$ cat src/rtl/serial_subtractor.sv
// Bit-serial two's-complement subtractor: one full-adder cell plus a registered carry, LSB first.
// Optional SERIAL_SUB_ADD_MODE_EN adds a 'mode' input; mode=1 turns the unit into a serial adder.
module serial_subtractor #(
    parameter int WIDTH = 8
) (
    input  logic             clk,
    input  logic             rstN,
    input  logic             start,
`ifdef SERIAL_SUB_ADD_MODE_EN
    input  logic             mode,
`endif
    input  logic [WIDTH-1:0] a,
    input  logic [WIDTH-1:0] b,
    output logic             busy,
    output logic             done,
    output logic [WIDTH-1:0] diff,
    output logic             borrowOut,
    output logic             overflow
);

    localparam int CNT_W = $clog2(WIDTH + 1);

    typedef enum logic [1:0] {
        IDLE,
        SHIFT,
        FIN
    } state_t;

    state_t           state;
    logic [WIDTH-1:0] a_sh;
    logic [WIDTH-1:0] b_sh;
    logic             carry;
    logic             c_msb_in;
    logic [CNT_W-1:0] count;
    logic             add_r;
    logic             start_add;
    logic             sum_bit;
    logic             carry_nxt;
    logic             accept;

`ifdef SERIAL_SUB_ADD_MODE_EN
    assign start_add = mode;
`else
    assign start_add = 1'b0;
`endif

    assign sum_bit   = a_sh[0] ^ b_sh[0] ^ carry;
    assign carry_nxt = (a_sh[0] & b_sh[0]) | (a_sh[0] & carry) | (b_sh[0] & carry);
    assign accept    = start && (state == IDLE || state == FIN);

    // FIN still publishes the finished result even when a new start is taken in
    // the same cycle, so done always coincides with valid diff and flags.
    always_ff @(posedge clk or negedge rstN) begin
        if (!rstN) begin
            state     <= IDLE;
            busy      <= 1'b0;
            done      <= 1'b0;
            diff      <= '0;
            borrowOut <= 1'b0;
            overflow  <= 1'b0;
            a_sh      <= '0;
            b_sh      <= '0;
            carry     <= 1'b0;
            c_msb_in  <= 1'b0;
            count     <= '0;
            add_r     <= 1'b0;
        end else begin
            done <= 1'b0;
            case (state)
                IDLE: begin
                    if (start) begin
                        diff      <= '0;
                        borrowOut <= 1'b0;
                        overflow  <= 1'b0;
                    end
                end
                SHIFT: begin
                    diff  <= {sum_bit, diff[WIDTH-1:1]};
                    carry <= carry_nxt;
                    a_sh  <= {1'b0, a_sh[WIDTH-1:1]};
                    b_sh  <= {1'b0, b_sh[WIDTH-1:1]};
                    count <= count + CNT_W'(1);
                    if (count == CNT_W'(WIDTH - 2)) begin
                        c_msb_in <= carry_nxt;
                    end
                    if (count == CNT_W'(WIDTH - 1)) begin
                        state <= FIN;
                        busy  <= 1'b0;
                    end
                end
                FIN: begin
                    done      <= 1'b1;
                    borrowOut <= add_r ? carry : ~carry;
                    overflow  <= c_msb_in ^ carry;
                    state     <= IDLE;
                end
                default: begin
                    state <= IDLE;
                    busy  <= 1'b0;
                end
            endcase
            if (accept) begin
                a_sh  <= a;
                b_sh  <= start_add ? b : ~b;
                carry <= ~start_add;
                count <= '0;
                add_r <= start_add;
                busy  <= 1'b1;
                state <= SHIFT;
            end
        end
    end

endmodule
$ cat config.mk
export PLATFORM = sky130hd
export DESIGN_NAME = serial_subtractor
export DESIGN_NICKNAME = d
export VERILOG_FILES = /design/src/rtl/serial_subtractor.sv
export SDC_FILE = /design/constraint.sdc
export NUM_CORES = 1
export LEC_CHECK = 0
export ABC_CLOCK_PERIOD_IN_PS = 1700
export CAP_MARGIN = 0
export CORE_ASPECT_RATIO = 2
export CORE_MARGIN = 2
export CORE_UTILIZATION = 45
export CTS_BUF_LIST = sky130_fd_sc_hd__clkbuf_4 sky130_fd_sc_hd__clkbuf_8
export DETAILED_ROUTE_END_ITERATION = 12
export PLACE_DENSITY = 0.82
export SYNTH_ARGS = -nofsm -noshare
export SYNTH_HDL_FRONTEND = slang
export SYNTH_SLANG_ARGS = --single-unit
$ cat constraint.sdc
create_clock -name clk -period 1.7 [get_ports clk]
set_input_delay 0.255 -clock clk [delete_from_list [all_inputs] [get_ports clk]]
set_output_delay 0.255 -clock clk [all_outputs]
set_load 0.01 [all_outputs]
# ---- Yosys cells after proc, flatten, opt, wreduce, memory -nomap -nowiden
# Cells that the tools add are included.
dict set report totals {
  register_bits 36
  output_inout_bits 12
  word_cells 62
  inputBits 19
}
dict set report op_classes {
  bitwise 10
  mux 20
  addsub 1
  reduce_logical 12
  n_eq_ne 8
}
# cell n
set ops {}
lappend ops {{2-to-1 mux 8 bit} 5}
lappend ops {{one-hot mux 8 bit (2 select lines)} 1}
lappend ops {{AND reduction 2 bit} 5}
lappend ops {{equality test 4 x 3 -> 1 bit, second input constant} 2}
lappend ops {{2-to-1 mux 4 bit} 2}
lappend ops {{inverter 8 bit} 1}
lappend ops {{2-to-1 mux 1 bit} 6}
lappend ops {{one-hot mux 1 bit (2 select lines)} 3}
lappend ops {{nonzero test 2 bit} 3}
lappend ops {{adder 4 x 1 -> 4 bit, second input constant} 1}
lappend ops {{2-to-1 mux 2 bit} 2}
lappend ops {{inequality test 2 bit, second input constant} 2}
lappend ops {{one-hot mux 2 bit (2 select lines)} 1}
lappend ops {{bitwise AND 1 bit} 3}
lappend ops {{inequality test 3 bit, second input constant} 1}
lappend ops {{XOR 1 bit} 3}
lappend ops {{equality test 2 x 1 -> 1 bit, second input constant} 1}
lappend ops {{equality test 2 bit, second input constant} 1}
lappend ops {{zero test 2 bit} 1}
lappend ops {{inequality test 2 x 1 -> 1 bit, second input constant} 1}
lappend ops {{bitwise OR 1 bit} 2}
lappend ops {{OR reduction 2 bit} 1}
lappend ops {{logical AND 1 bit} 1}
lappend ops {{logical OR 1 bit} 1}
lappend ops {{inverter 1 bit} 1}

# ---- Depth between registers and ports, before layout
# Gate-level depths: netlist of run 1.
dict set report logic_depth {
  depth_word 5
  ltp_mapped 5
  depth_no_buf 4
}

# ---- Worst setup path after synthesis of run 1
# OpenSTA, ideal clock, no wires.
dict set report synth_timing {
  path_kind {flip-flop to flip-flop}
  from {register state[0]}
  to {register b_sh[0]}
  slack_ps 537
  arrival_time_ps 1037
  path_stages_with_launch 4
  required_time_ps 1574
  n_path_buf 1
  setup_ps 126
  synth_period_minus_slack_ps 1163
  path_cell_list {dfrtp_1 and2b_4 buf_6 a221o_1}
}
dict set report synth_between {
  elab_chain_cells 4
  word_cells_on_any_way 7
  classes_between {eq/ne (2); mux (1); reduce/logical (4)}
}
# item line_no
set synth_lines {}
lappend synth_lines {{start: declaration} 29} ;# state_t state;
lappend synth_lines {{start signal: assignment} 55} ;# state <= IDLE;
lappend synth_lines {{start signal: assignment} 87} ;# state <= FIN;
lappend synth_lines {{start signal: assignment} 95} ;# state <= IDLE;
lappend synth_lines {{equality test 2 bit / zero test 2 bit (equally long branches)} 49} ;# assign accept = start && (state == IDLE || state == FIN);
lappend synth_lines {{logical OR 1 bit} 49}
lappend synth_lines {{logical AND 1 bit} 49}
lappend synth_lines {{2-to-1 mux 8 bit / nonzero test 2 bit (equally long branches)} --}
lappend synth_lines {{end signal: assignment} 81} ;# b_sh <= {1'b0, b_sh[WIDTH-1:1]};
lappend synth_lines {{end signal: assignment} 104} ;# b_sh <= start_add ? b : ~b;
lappend synth_lines {{end: declaration} 31} ;# logic [WIDTH-1:0] b_sh;
# Several ways; a longest one is shown, not always the timed one.
# A chain may end at the register's enable or synchronous reset.

# ---- Worst setup path in the final report of run 1
dict set report layout_timing {
  from {register diff[2]}
  to {output diff[2]}
}
# item line_no
set layout_rtl {}
lappend layout_rtl {{start: declaration} 16} ;# output logic [WIDTH-1:0] diff,
lappend layout_rtl {{start signal: assignment} 78} ;# diff <= {sum_bit, diff[WIDTH-1:1]};
# No word-level cell between the ends.

==> results of run 1 <==
==> sequential cells by signal (all words and copies together), names as in the netlist <==
signal	count
a_sh	8
b_sh	8
diff	8
count	4
state	2
borrowOut	1
busy	1
c_msb_in	1
carry	1
done	1
overflow	1
==> stage by stage <==
| stage | instance area [um^2] | total power [uW] |
|---|---|---|
| 2_1_floorplan | 1570 | 2420 |
| 3_3_place_gp | 1910 | 2820 |
| 3_5_place_dp | 1910 | 2930 |
| 4_1_cts | 2030 | 3690 |
| 5_1_grt | 2030 | 3920 |
| 6_report | 2030 | 3660 |
==> routing by layer <==
| metal | vias to the layer above | share of wire (%) |
|---|---|---|
| li1 | 546 | - |
| met1 | 585 | 39 |
| met2 | 35 | 54 |
| met3 | 9 | 3.8 |
| met4 | 0 | 3.3 |
| met5 | - | 0 |
==> power by group through the flow <==
| stage | Clock [uW] | Combinational [uW] | Sequential, uW |
|---|---|---|---|
| after global routing | 795 | 1570 | 1550 |
| final | 746 | 1410 | 1500 |
| after global placement | 0 | 1340 | 1470 |
| after detailed placement | 0 | 1410 | 1520 |
| after floorplan | 0 | 943 | 1480 |
| after CTS | 758 | 1430 | 1500 |
==> worst max-delay path by stage <==
stage	to	slack, ps	cells after the start
finish	diff[2]	230	1
global route	a_sh[6]$_DFFE_PN0P_	170	4
CTS	diff[3]	220	1
detailed placement	b_sh[3]$_DFFE_PN0P_	140	5
global placement	b_sh[0]$_DFFE_PN0P_	180	4
floorplan	b_sh[0]$_DFFE_PN0P_	540	3
==> cell families (layout without fill, tap and decap cells) <==
logic type / after synthesis / after routing
AOI/OAI and AO/OA: 25 / 25
xor gates and xnor gates: 1 / 1
adders and majority gates: 3 / 3
buffers and inverters: 13 / 53
DFF: 36 / 36
muxes: 15 / 15
and+or+nand+nor: 43 / 43
==> cells in the mapped netlist <==
cell and count:
o21ai_1 4, nor2_1 10, a22o_1 7, fa_1 1, a31oi_1 6, a221o_1 2
nand4b_1 1, o21bai_1 1, mux2i_1 15, a22oi_1 1, nand2b_1 3, o2bb2ai_1 2
xnor2_1 1, nand3_1 3, a21oi_1 1, nand3b_1 2, nand2_1 20, ha_1 2
nor2b_1 1, and2b_4 1, buf_4 5, nor3_1 1, dfrtp_1 36, buf_6 2
nand4_1 1, o21ai_0 1, inv_1 6
==> final cells by class <==
class	instances	area share, %
clock inverter	2	1.73
timing repair buffer	39	18.2
tap	32	1.98
clock buffer	6	3.77
sequential	36	44.5
multi-input combinational	87	28.8
inverter	6	1.11
==> impl_metrics.yaml, run 1 <==
clocking:
  clk_pin_slew_ps: 70
  cts_buffer_depth: 2
  cts_tree: "yes"
  htreeDepth: 2
  clock_latency_ps: 290
  clock-sinks: 36
  cts_resized: 0
  root_buffer: "clkbuf_8"
  cts_buffers: 5
  postCtsHoldBufs: 0
  post-cts-setup-buffers: 0
grt:
  first_global_vias: 1208
  met2_usage_pct: 31.0
  grt_max_degree: 37
  use_met1_pct: 20.4
  antenna_found_initial: 0
  gr-total-overflow: 0
  grtUsageMet3_pct: 4.56
  grt_pass1_wl_um: 5350
  grt.total_usage_pct: 18.3
  busiest_layer: "met2"
yosys:
  synthCells: 136
  synth.avg_cell_area_um2: 11.5
  syn-num-nets: 158
  yosys.area_share.simple_pct: 12.6
  synth_top_family_by_area: "simple AND/OR/NAND/NOR gates"
  yosysSeqAreaShare_pct: 57.5
  synth_warnings: 0
  yosys-top-cells-area: "dfrtp_1 58%, mux2i_1 9.6%, nand2_1 4.8%, a22o_1 3.9%, a31oi_1 2.4%"
  synth_area_leader_cell: "dfrtp_1"
  synth_cell_type_count: 27
  synthMuxAreaShare_pct: 9.58
  synth_fa_ha_area_share_pct: 2.88
  synth-seq-cells: 36
  syn_area_mm2: 0.00157
  synth_xor_area_share_pct: 0.559
  yosysTopAreaCellShare_pct: 57.5
  synth-compound-area-share_pct: 11.6
flow_run:
  maxCapViolCount: 0
layout:
  instances_no_fill: 208
  fin_nets: 197
  fin_util_pct: 60.0
  syn_to_final_growth_pct: 29.3
  final_common_cell: "dfrtp_1"
  layout_common_cells: "36 x dfrtp_1, 30 x clkdlybuf4s50_1, 20 x nand2_1"
  drive_above_1_share_pct: 10.2
  multi_input_area_um2: 583
  regArea_um2: 901
  fillers: 296
  antenna_cells: 0
power:
  pwr-share-seq_pct: 41.1
  swShare_pct: 34.3
  p_per_area_mw_per_mm2: 1810
  irDropWorstVdd_mv: 1.01
  p_switching_uw: 1260
  clkPwrFrac_pct: 20.4
  comb_power_share_pct: 38.6
  power_leakage_uw: 0.000975
  internal_power_uw: 2410
timing:
  max_slew_margin_pct: 63.9
  setup_violations: 0
  hold_viol_final: 0
  clock_skew_ps: 9.29
  rsz0062_at_grt: "false"
  min_period_over_period_pct: 86.4
  whs_ps: 384
  slew_violations: 0
  min_period_ps: 1470
  tightestPinTransition_ps: 541
  fmax_mhz: 681
  setup_tns_ps: 0
  timing.final.ws_setup_ps: 231
worst_setup_path:
  cp-start-kind: "register"
  worstSetupPathType: "reg2out"
  crit_chain: "clkdlybuf4s50_1"
  r2r-start: "state[0]$_DFFE_PN0P_"
  ff2ff_setup_slack_ps: 260
  startpoint: "diff[2]$_DFFE_PN0P_"
  cpLargestDelayFamily: "buffers and inverters"
  cp.required_ps: 1440
  worstReg2RegEnd: "a_sh[1]$_DFFE_PN0P_"
  slowest_delay_ps: 550
  reg2reg_depth: 4
  slowest_stage: "clkdlybuf4s50_1"
  crit_path_max_fanout: 3
  crit_buf_inv: 1
  cp.arrival_ps: 1210
  crit_path_end_kind: "primary output"
placed_design:
  place_inst: 200
  dp_slack_ps: 143
  portBuffers: 30
  dp_hpwl_um: 2330
  gp_congestion: 0.734
detailed_routing:
  num_vias: 1175
  vias_per_cell: 5.65
  detail_route.wl_per_cell_um: 15.3
  drc: 0
  drtPass1Iterations: 4
  wl_um: 3180
  final_antenna_net_count: 0
  drtIter0Drc: 22
die:
  rows: 30
  die_h_um: 87.4
  initial_core_util_pct: 46.4
  dieWidth_um: 45.7
  pin_count: 31
  core_area_mm2: 0.00338
  die-area_mm2: 0.00400
min_path:
  hp-class: "in2async"
outcome:
  status: "completed"
No activity file was read; power rests on OpenSTA's default activity.
==> inputs of run 2 (changes only) <==
--- a/config.mk
+++ b/config.mk
@@ -14,4 +14,5 @@
 export DETAILED_ROUTE_END_ITERATION = 12
 export PLACE_DENSITY = 0.82
+export RECOVER_POWER = 100
 export SYNTH_ARGS = -nofsm -noshare
 export SYNTH_HDL_FRONTEND = slang
==> constraint.sdc (replaced) <==
create_clock -name clk -period 1.7 [get_ports clk]
set_input_delay 0.255 -clock clk [delete_from_list [all_inputs] [get_ports clk]]
set_output_delay 0.255 -clock clk [all_outputs]
set_load 0.05 [all_outputs]
==> impl_metrics.yaml, run 2 (synthesized netlist as in run 1, its figures left out) <==
worst_setup_path:
  slowest_stage: "and2b_4"
  cp.arrival_ps: 1620
  cp.required_ps: 1870
  crit_path_max_fanout: 23
  ff2ff_setup_slack_ps: 260
  cp-start-kind: "register"
  crit_path_end_kind: "register"
  reg2reg_depth: 3
  startpoint: "state[1]$_DFFE_PN0P_"
  worstSetupPathType: "reg2reg"
  crit_chain: "and2b_4, nor2_1, a221o_1"
  r2r-start: "state[1]$_DFFE_PN0P_"
  slowest_delay_ps: 440
layout:
  fin_nets: 196
  final_common_cell: "dfrtp_1"
  layout_common_cells: "36 x dfrtp_1, 20 x nand2_1, 17 x clkdlybuf4s50_1"
  fin_util_pct: 57.4
  antenna_cells: 0
  design_area_mm2: 0.00194
  fillers: 304
  largestRegisters: "a_sh x8, b_sh x8, diff x8"
  syn_to_final_growth_pct: 23.9
  drive_above_1_share_pct: 7.43
  instances_no_fill: 207
grt:
  first_global_vias: 1169
  gr-total-overflow: 0
  grt_max_degree: 37
  grt_pass1_wl_um: 5170
  antenna_found_initial: 0
  grt.total_usage_pct: 18.1
placed_design:
  place_inst: 199
  dpl-instance-area_mm2: 0.00188
  portBuffers: 30
  dp_hpwl_um: 2300
  gp_congestion: 0.754
timing:
  rsz0062_at_grt: "false"
  min_period_ps: 1440
  hold_viol_final: 0
  fmax_mhz: 692
  tightestPinTransition_ps: 863
  min_period_over_period_pct: 85.0
  setup_tns_ps: 0
  clock_skew_ps: 13.7
  setup_violations: 0
  slew_violations: 0
  max_slew_margin_pct: 42.5
detailed_routing:
  num_vias: 1153
  vias_per_cell: 5.57
  drtPass1Iterations: 4
  final_antenna_net_count: 0
  detail_route.wl_per_cell_um: 15.0
  drtIter0Drc: 35
  wl_um: 3100
  drc: 0
die:
  die_h_um: 87.4
  rows: 30
  die-area_mm2: 0.00400
  pin_count: 31
  initial_core_util_pct: 46.4
  dieWidth_um: 45.7
  core_area_mm2: 0.00338
outcome:
  status: "completed"
clocking:
  postCtsHoldBufs: 0
  cts_resized: 0
  htreeDepth: 2
  cts_tree: "yes"
  clock_latency_ps: 290
  cts_buffer_depth: 2
  clk_pin_slew_ps: 80
  post-cts-setup-buffers: 0
  clock-sinks: 36
  cts_buffers: 5
  root_buffer: "clkbuf_8"
power:
  p_per_area_mw_per_mm2: 1980
  power_leakage_uw: 0.000933
  irDropWorstVdd_mv: 0.979
  design_power_total_uw: 3850
min_path:
  hp-class: "reg2reg"
  hold_path_startpoint: "b_sh[7]$_DFFE_PN0P_"
  worstHoldPathCells: 1
flow_run:
  maxCapViolCount: 0
-- run 2: changes by cell type in the layout (fill, tap and decap cells not counted) --
cell             before  now
buf_4                 9    3
clkbuf_1              0   16
clkbuf_2              0    1
clkbuf_4              1    0
clkbuf_8              5    7
clkdlybuf4s50_1      30   17
clkinv_2              1    0
dlygate4sd3_1         0    1
o21ai_0               1    4
o21ai_1               4    1
-- run 2: worst paths after layout --
path	endpoint
max	b_sh[0]$_DFFE_PN0P_
min	b_sh[7]$_DFFE_PN0P_
max reg2reg	b_sh[0]$_DFFE_PN0P_
min reg2reg	b_sh[7]$_DFFE_PN0P_
max in group asynchronous	a_sh[0]$_DFFE_PN0P_
min in group asynchronous	a_sh[7]$_DFFE_PN0P_
-- run 2: per-layer routing --
layer | GRT usage [%] | part of all wire [%]
met1 | 19.4 | 38
met2 | 30.9 | 57
met3 | 4.98 | 3.6
met4 | 9.35 | 1.8
met5 | 0 | 0
-- run 2: metrics by stage --
step | hold WS [ps] | setup WS, ps
2_1_floorplan | -40.6 | 537
3_3_place_gp | 469 | 181
3_5_place_dp | 488 | 148
4_1_cts | 380 | 271
5_1_grt | 514 | 187
6_report | 498 | 256
-- run 2: cell type report --
type | count | area (um^2) | share of cell area [%]
sequential | 36 | 901 | 46.4
multi-input combinational | 87 | 583 | 30.0
timing repair buffer | 38 | 268 | 13.8
clock buffer | 7 | 96.3 | 4.96
tap | 32 | 40.0 | 2.06
clock inverter | 1 | 30.0 | 1.55
inverter | 6 | 22.5 | 1.16
-- run 2: worst max-delay path, delay by kind of cell, from the launching register on --
family	cells	cell delay, ps
flops	1	420
simple gates	2	590
compound gates	1	320
-- run 2: power breakdown --
group          total [uW]  leakage [uW]  internal (uW)  switching [uW]
clock                 816     0.0000645            517             299
combinational        1550      0.000413            565             981
sequential           1490      0.000455           1220             263
==> inputs of run 3 (changes only) <==
- ABC_CLOCK_PERIOD_IN_PS: 1700 -> 1400
- clock period: 1.7 -> 1.4 ns (I/O delays scaled with it)
==> impl_metrics.yaml, run 3 (synthesized netlist as in run 1, its figures left out) <==
outcome:
  status: "completed"
detailed_routing:
  final_antenna_net_count: 0
  vias_per_cell: 5.63
  drtIter0Drc: 28
  drc: 0
  detail_route.wl_per_cell_um: 15.8
  wl_um: 3280
  num_vias: 1172
  drtPass1Iterations: 5
timing:
  min_period_over_period_pct: 93.0
  clock_skew_ps: 6.78
  tightestPinTransition_ps: 890
  slew_violations: 0
  rsz0062_at_grt: "false"
  hold_viol_final: 0
  min_period_ps: 1300
  max_slew_margin_pct: 40.6
  timing.final.ws_setup_ps: 98.2
  setup_violations: 0
  fmax_mhz: 768
power:
  swShare_pct: 41.9
  p_per_area_mw_per_mm2: 2330
  clkPwrFrac_pct: 15.6
  internal_power_uw: 2660
  pwr-share-seq_pct: 39.5
  irDropWorstVdd_mv: 1.33
  p_switching_uw: 1920
  power_leakage_uw: 0.000984
  comb_power_share_pct: 44.9
clocking:
  clock_latency_ps: 290
  clk_pin_slew_ps: 70
  root_buffer: "clkbuf_8"
  postCtsHoldBufs: 0
  cts_buffer_depth: 2
  clock-sinks: 36
  cts_resized: 0
  cts_tree: "yes"
  cts_buffers: 5
  htreeDepth: 2
  post-cts-setup-buffers: 0
placed_design:
  gp_congestion: 0.781
  dp_slack_ps: -77.2
  place_inst: 201
  dp_hpwl_um: 2430
  portBuffers: 30
  dpl-instance-area_mm2: 0.00208
die:
  core_area_mm2: 0.00338
  dieWidth_um: 45.7
  rows: 30
  pin_count: 31
  initial_core_util_pct: 46.4
  die_h_um: 87.4
  die-area_mm2: 0.00400
worst_setup_path:
  crit_cells: 4
  ff2ff_setup_slack_ps: 100
  cpLargestDelayFamily: "flip-flops"
  crit_path_end_kind: "register"
  reg2reg_depth: 4
  cp.arrival_ps: 1510
  r2r-start: "state[0]$_DFFE_PN0P_"
  worstReg2RegEnd: "count[2]$_DFFE_PN0P_"
  crit_path_max_fanout: 15
  crit_buf_inv: 1
  cp-start-kind: "register"
  crit_chain: "nand2b_1, buf_12, nand2_1, mux2i_1"
  worstSetupPathType: "reg2reg"
  slowest_delay_ps: 440
  slowest_stage: "dfrtp_1"
  cp.required_ps: 1610
grt:
  grt_max_degree: 37
  grt.total_usage_pct: 19.6
  gr-total-overflow: 0
  first_global_vias: 1251
  grt_pass1_wl_um: 5600
  antenna_found_initial: 0
min_path:
  hold_path_startpoint: "b[1]"
  hold_path_end: "b_sh[1]$_DFFE_PN0P_"
  worstHoldPathCells: 2
  hp-class: "in2reg"
layout:
  design_area_mm2: 0.00196
  instances_no_fill: 208
  fin_nets: 198
  layout_common_cells: "36 x dfrtp_1, 20 x nand2_1, 17 x clkdlybuf4s50_1"
  regArea_um2: 901
  syn_to_final_growth_pct: 25.2
  drive_above_1_share_pct: 17.0
  largestRegisters: "a_sh x8, b_sh x8, diff x8"
  antenna_cells: 0
  fillers: 289
  multi_input_area_um2: 583
  final_common_cell: "dfrtp_1"
flow_run:
  maxCapViolCount: 0
run 3: cell types whose count changed in the layout (fill, tap and decap cells not counted):
cell and delta:
clkbuf_1 -16, clkbuf_2 +14, buf_12 +2, clkbuf_4 +2
clkbuf_8 -2, buf_4 +1, bufinv_16 -1, clkinv_2 +1
run 3: area by class of cell:
type	count	area share [%]
Clock buffer	6	3.89
Timing Repair Buffer	40	17.0
Sequential cell	36	45.9
Multi-Input combinational cell	87	29.7
Tap cell	32	2.04
Clock inverter	1	0.255
Inverter	6	1.15
run 3: power by group through the flow:
stage	logic, uW	clock network, uW	registers (uW)
after floorplan	1140	0	2170
after global placement	2370	0	1860
after detailed placement	2480	0	1900
after CTS	2490	724	1880
after global routing	2250	774	1870
final	2060	713	1810
run 3: per-layer routing:
metal	GRT usage, %	routed length (um)	vias to the layer above	share of wire (%)
li1	-	-	544	-
met2	33.8	1860	28	57
met5	0	0	-	0
met3	4.56	138	8	4.2
met4	10.1	91	0	2.8
met1	21.0	1190	592	36
run 3: worst max-delay path by stage:
stage | start | to | slack (ps)
after floorplan | state[0]$_DFFE_PN0P_ | b_sh[0]$_DFFE_PN0P_ | 240
after global placement | start | b_sh[0]$_DFFE_PN0P_ | -30
after detailed placement | start | b_sh[0]$_DFFE_PN0P_ | -80
after CTS | state[0]$_DFFE_PN0P_ | count[2]$_DFFE_PN0P_ | 100
after global routing | state[0]$_DFFE_PN0P_ | a_sh[5]$_DFFE_PN0P_ | 10
final | state[0]$_DFFE_PN0P_ | count[2]$_DFFE_PN0P_ | 100
run 3: per-stage QoR:
| step | utilization (%) | hold slack, ps | setup TNS (ps) | power (uW) |
|---|---|---|---|---|
| after floorplan | - | -85.6 | 0 | 3320 |
| after global placement | 61.6 | 466 | -101 | 4230 |
| after detailed placement | 61.6 | 484 | -681 | 4380 |
| after CTS | 64.0 | 302 | 0 | 5100 |
| after global routing | 58.0 | 475 | 0 | 4890 |
| final | 58.0 | 472 | 0 | 4580 |
run 3: worst register-to-register path, stage by stage (launching register included):
cell and delay (ps):
dfrtp_1 440, nand2b_1 350, buf_12 200, nand2_1 60, mux2i_1 160
==> variant, RTL diff (flow settings as in run 3) <==
Build with the macro `SERIAL_SUB_ADD_MODE_EN` defined.
--- a/src/rtl/serial_subtractor.sv
+++ b/src/rtl/serial_subtractor.sv
@@ -2,2 +2,4 @@
 // Optional SERIAL_SUB_ADD_MODE_EN adds a 'mode' input; mode=1 turns the unit into a serial adder.
+`define SERIAL_SUB_ADD_MODE_EN
+
 module serial_subtractor #(
Ports: changed (added mode); port bits go from 31 to 32. No check against the original RTL was run, so the function may have changed too.
==> variant against run 3 <==
- final cell count up 22%
- count of clock-buffer cells in the layout decreased by 1
- synthesized area increased by 7.3%
- worst setup slack worse by 0.036 ns
- wire length grew 4.4%
- largest cell class unchanged
- power is 9.9% higher
- clock power increased by 53%
- sequential power grew 3%
- cell area is 11% higher
- first-iteration DRC count grew 3.6%
- sequential cell count grew 1
- largest power group unchanged
==> variant: results (changes against run 3) <==
[place]
placed_cells=245  ; was 201
dp_slack_ns=-0.0548  ; was -0.0772 ns
dpl_cell_area_um2=2240  ; was 2080 um2
gp_congestion=0.824  ; was 0.781
portBuffers=31  ; was 30
dp_hpwl_um=2430  ; about the same

[timing]
slew_headroom_pct=39.3  ; was 40.6%
fin_skew_ns=0.00740  ; was 0.00678 ns

[route]
drt_pass1_iterations=4  ; was 5
wl_per_cell_um=13.5  ; was 15.8 um
num_vias=1320  ; was 1172
drt-initial-drc-count=29  ; was 28
wl_um=3430  ; was 3280 um

[layout]
nets=226  ; was 198
layout-drive-gt1-share_pct=15.7  ; was 17.0%

[run_status]
status=completed  ; unchanged

[hold_path]
hold_start=a[6]  ; was b[1]
hold_path_depth=3  ; was 2

[critical_path]
ff2ff_path_depth=3  ; was 4
r2r_slack_ns=0.06  ; was 0.1 ns
r2r_end=a_sh[0]  ; was count[2]
critPathMaxFanout=13  ; was 15

[synth]
synth_nets=188  ; was 158
ys_seq_area_share_pct=55.1  ; was 57.5%
syn_area_per_cell_um2=10.2  ; was 11.5 um2
synthTopCellsByArea=dfrtp_1 (55%), nand2_1 (7.1%), a22o_1 (4.7%)  ; was dfrtp_1 (58%), mux2i_1 (9.6%), nand2_1 (4.8%)

[grt]
grt_pass1_wl_um=6000  ; was 5600 um
grt_max_degree=38  ; was 37
grt_use_total_pct=19.1  ; was 19.6%

-- variant: changes by cell type in the layout (fill, tap and decap cells not counted), sizes merged, moves of 6 or more --
cell,before,now
xnor2,1,9
mux2i,15,2
nand2,20,32
nor2,10,16
a31oi,6,12
-- variant: how the worst max path moves through the flow --
stage / end / slack, ns
final: a_sh[0] / 0.06
after global routing: b_sh[2] / 0.005
after CTS: b_sh[4] / 0.03
after detailed placement: b_sh[7] / -0.05
after global placement: a_sh[0] / -0.03
after floorplan: diff[1] / 0.22
-- variant: cell type report --
class,count,area [um2]
clock buffers,5,68.8
flip-flops and latches,37,926
inverters,6,22.5
clock inverters,3,65.1
fillers,314,1440
repair buffers,42,363
multi-input cells,111,664
well taps,49,61.3
-- variant: critical path, cell delays in order (launching register included) --
cell     delay, ns
dfrtp_1       0.45
and2b_2       0.28
buf_4         0.20
a221o_1       0.29
-- variant: layer usage --
layer,vias up,wire length [um],global-route usage [%]
li1,632,-,-
met1,648,1420,24.7
met2,33,1760,28.2
met3,7,168,5.60
met4,0,82,9.26
met5,-,0,0
-- variant: repair_timing --
item	CTS	global route
endpoints found under the setup margin	0	6
setup buffers	0	0
hold buffers	0	0
gates resized for setup	0	1
-- variant: power by group --
part / switching [mW] / internal, mW
Clock: 0.383 / 0.708
Combinational: 1.28 / 0.802
Sequential: 0.328 / 1.53
Total: 1.99 / 3.04
-- variant: cells by family (layout without fill, tap and decap cells) --
kind of cell / Yosys count / count (layout) / share of synthesized area, %
compound gates: 31 / 31 / 13.2
xor+xnor: 11 / 11 / 5.73
fa+ha+maj: 3 / 3 / 2.68
buf+inv: 17 / 56 / 5.51
flops: 37 / 37 / 55.1
mux: 2 / 2 / 1.19
simple gates: 64 / 64 / 16.7
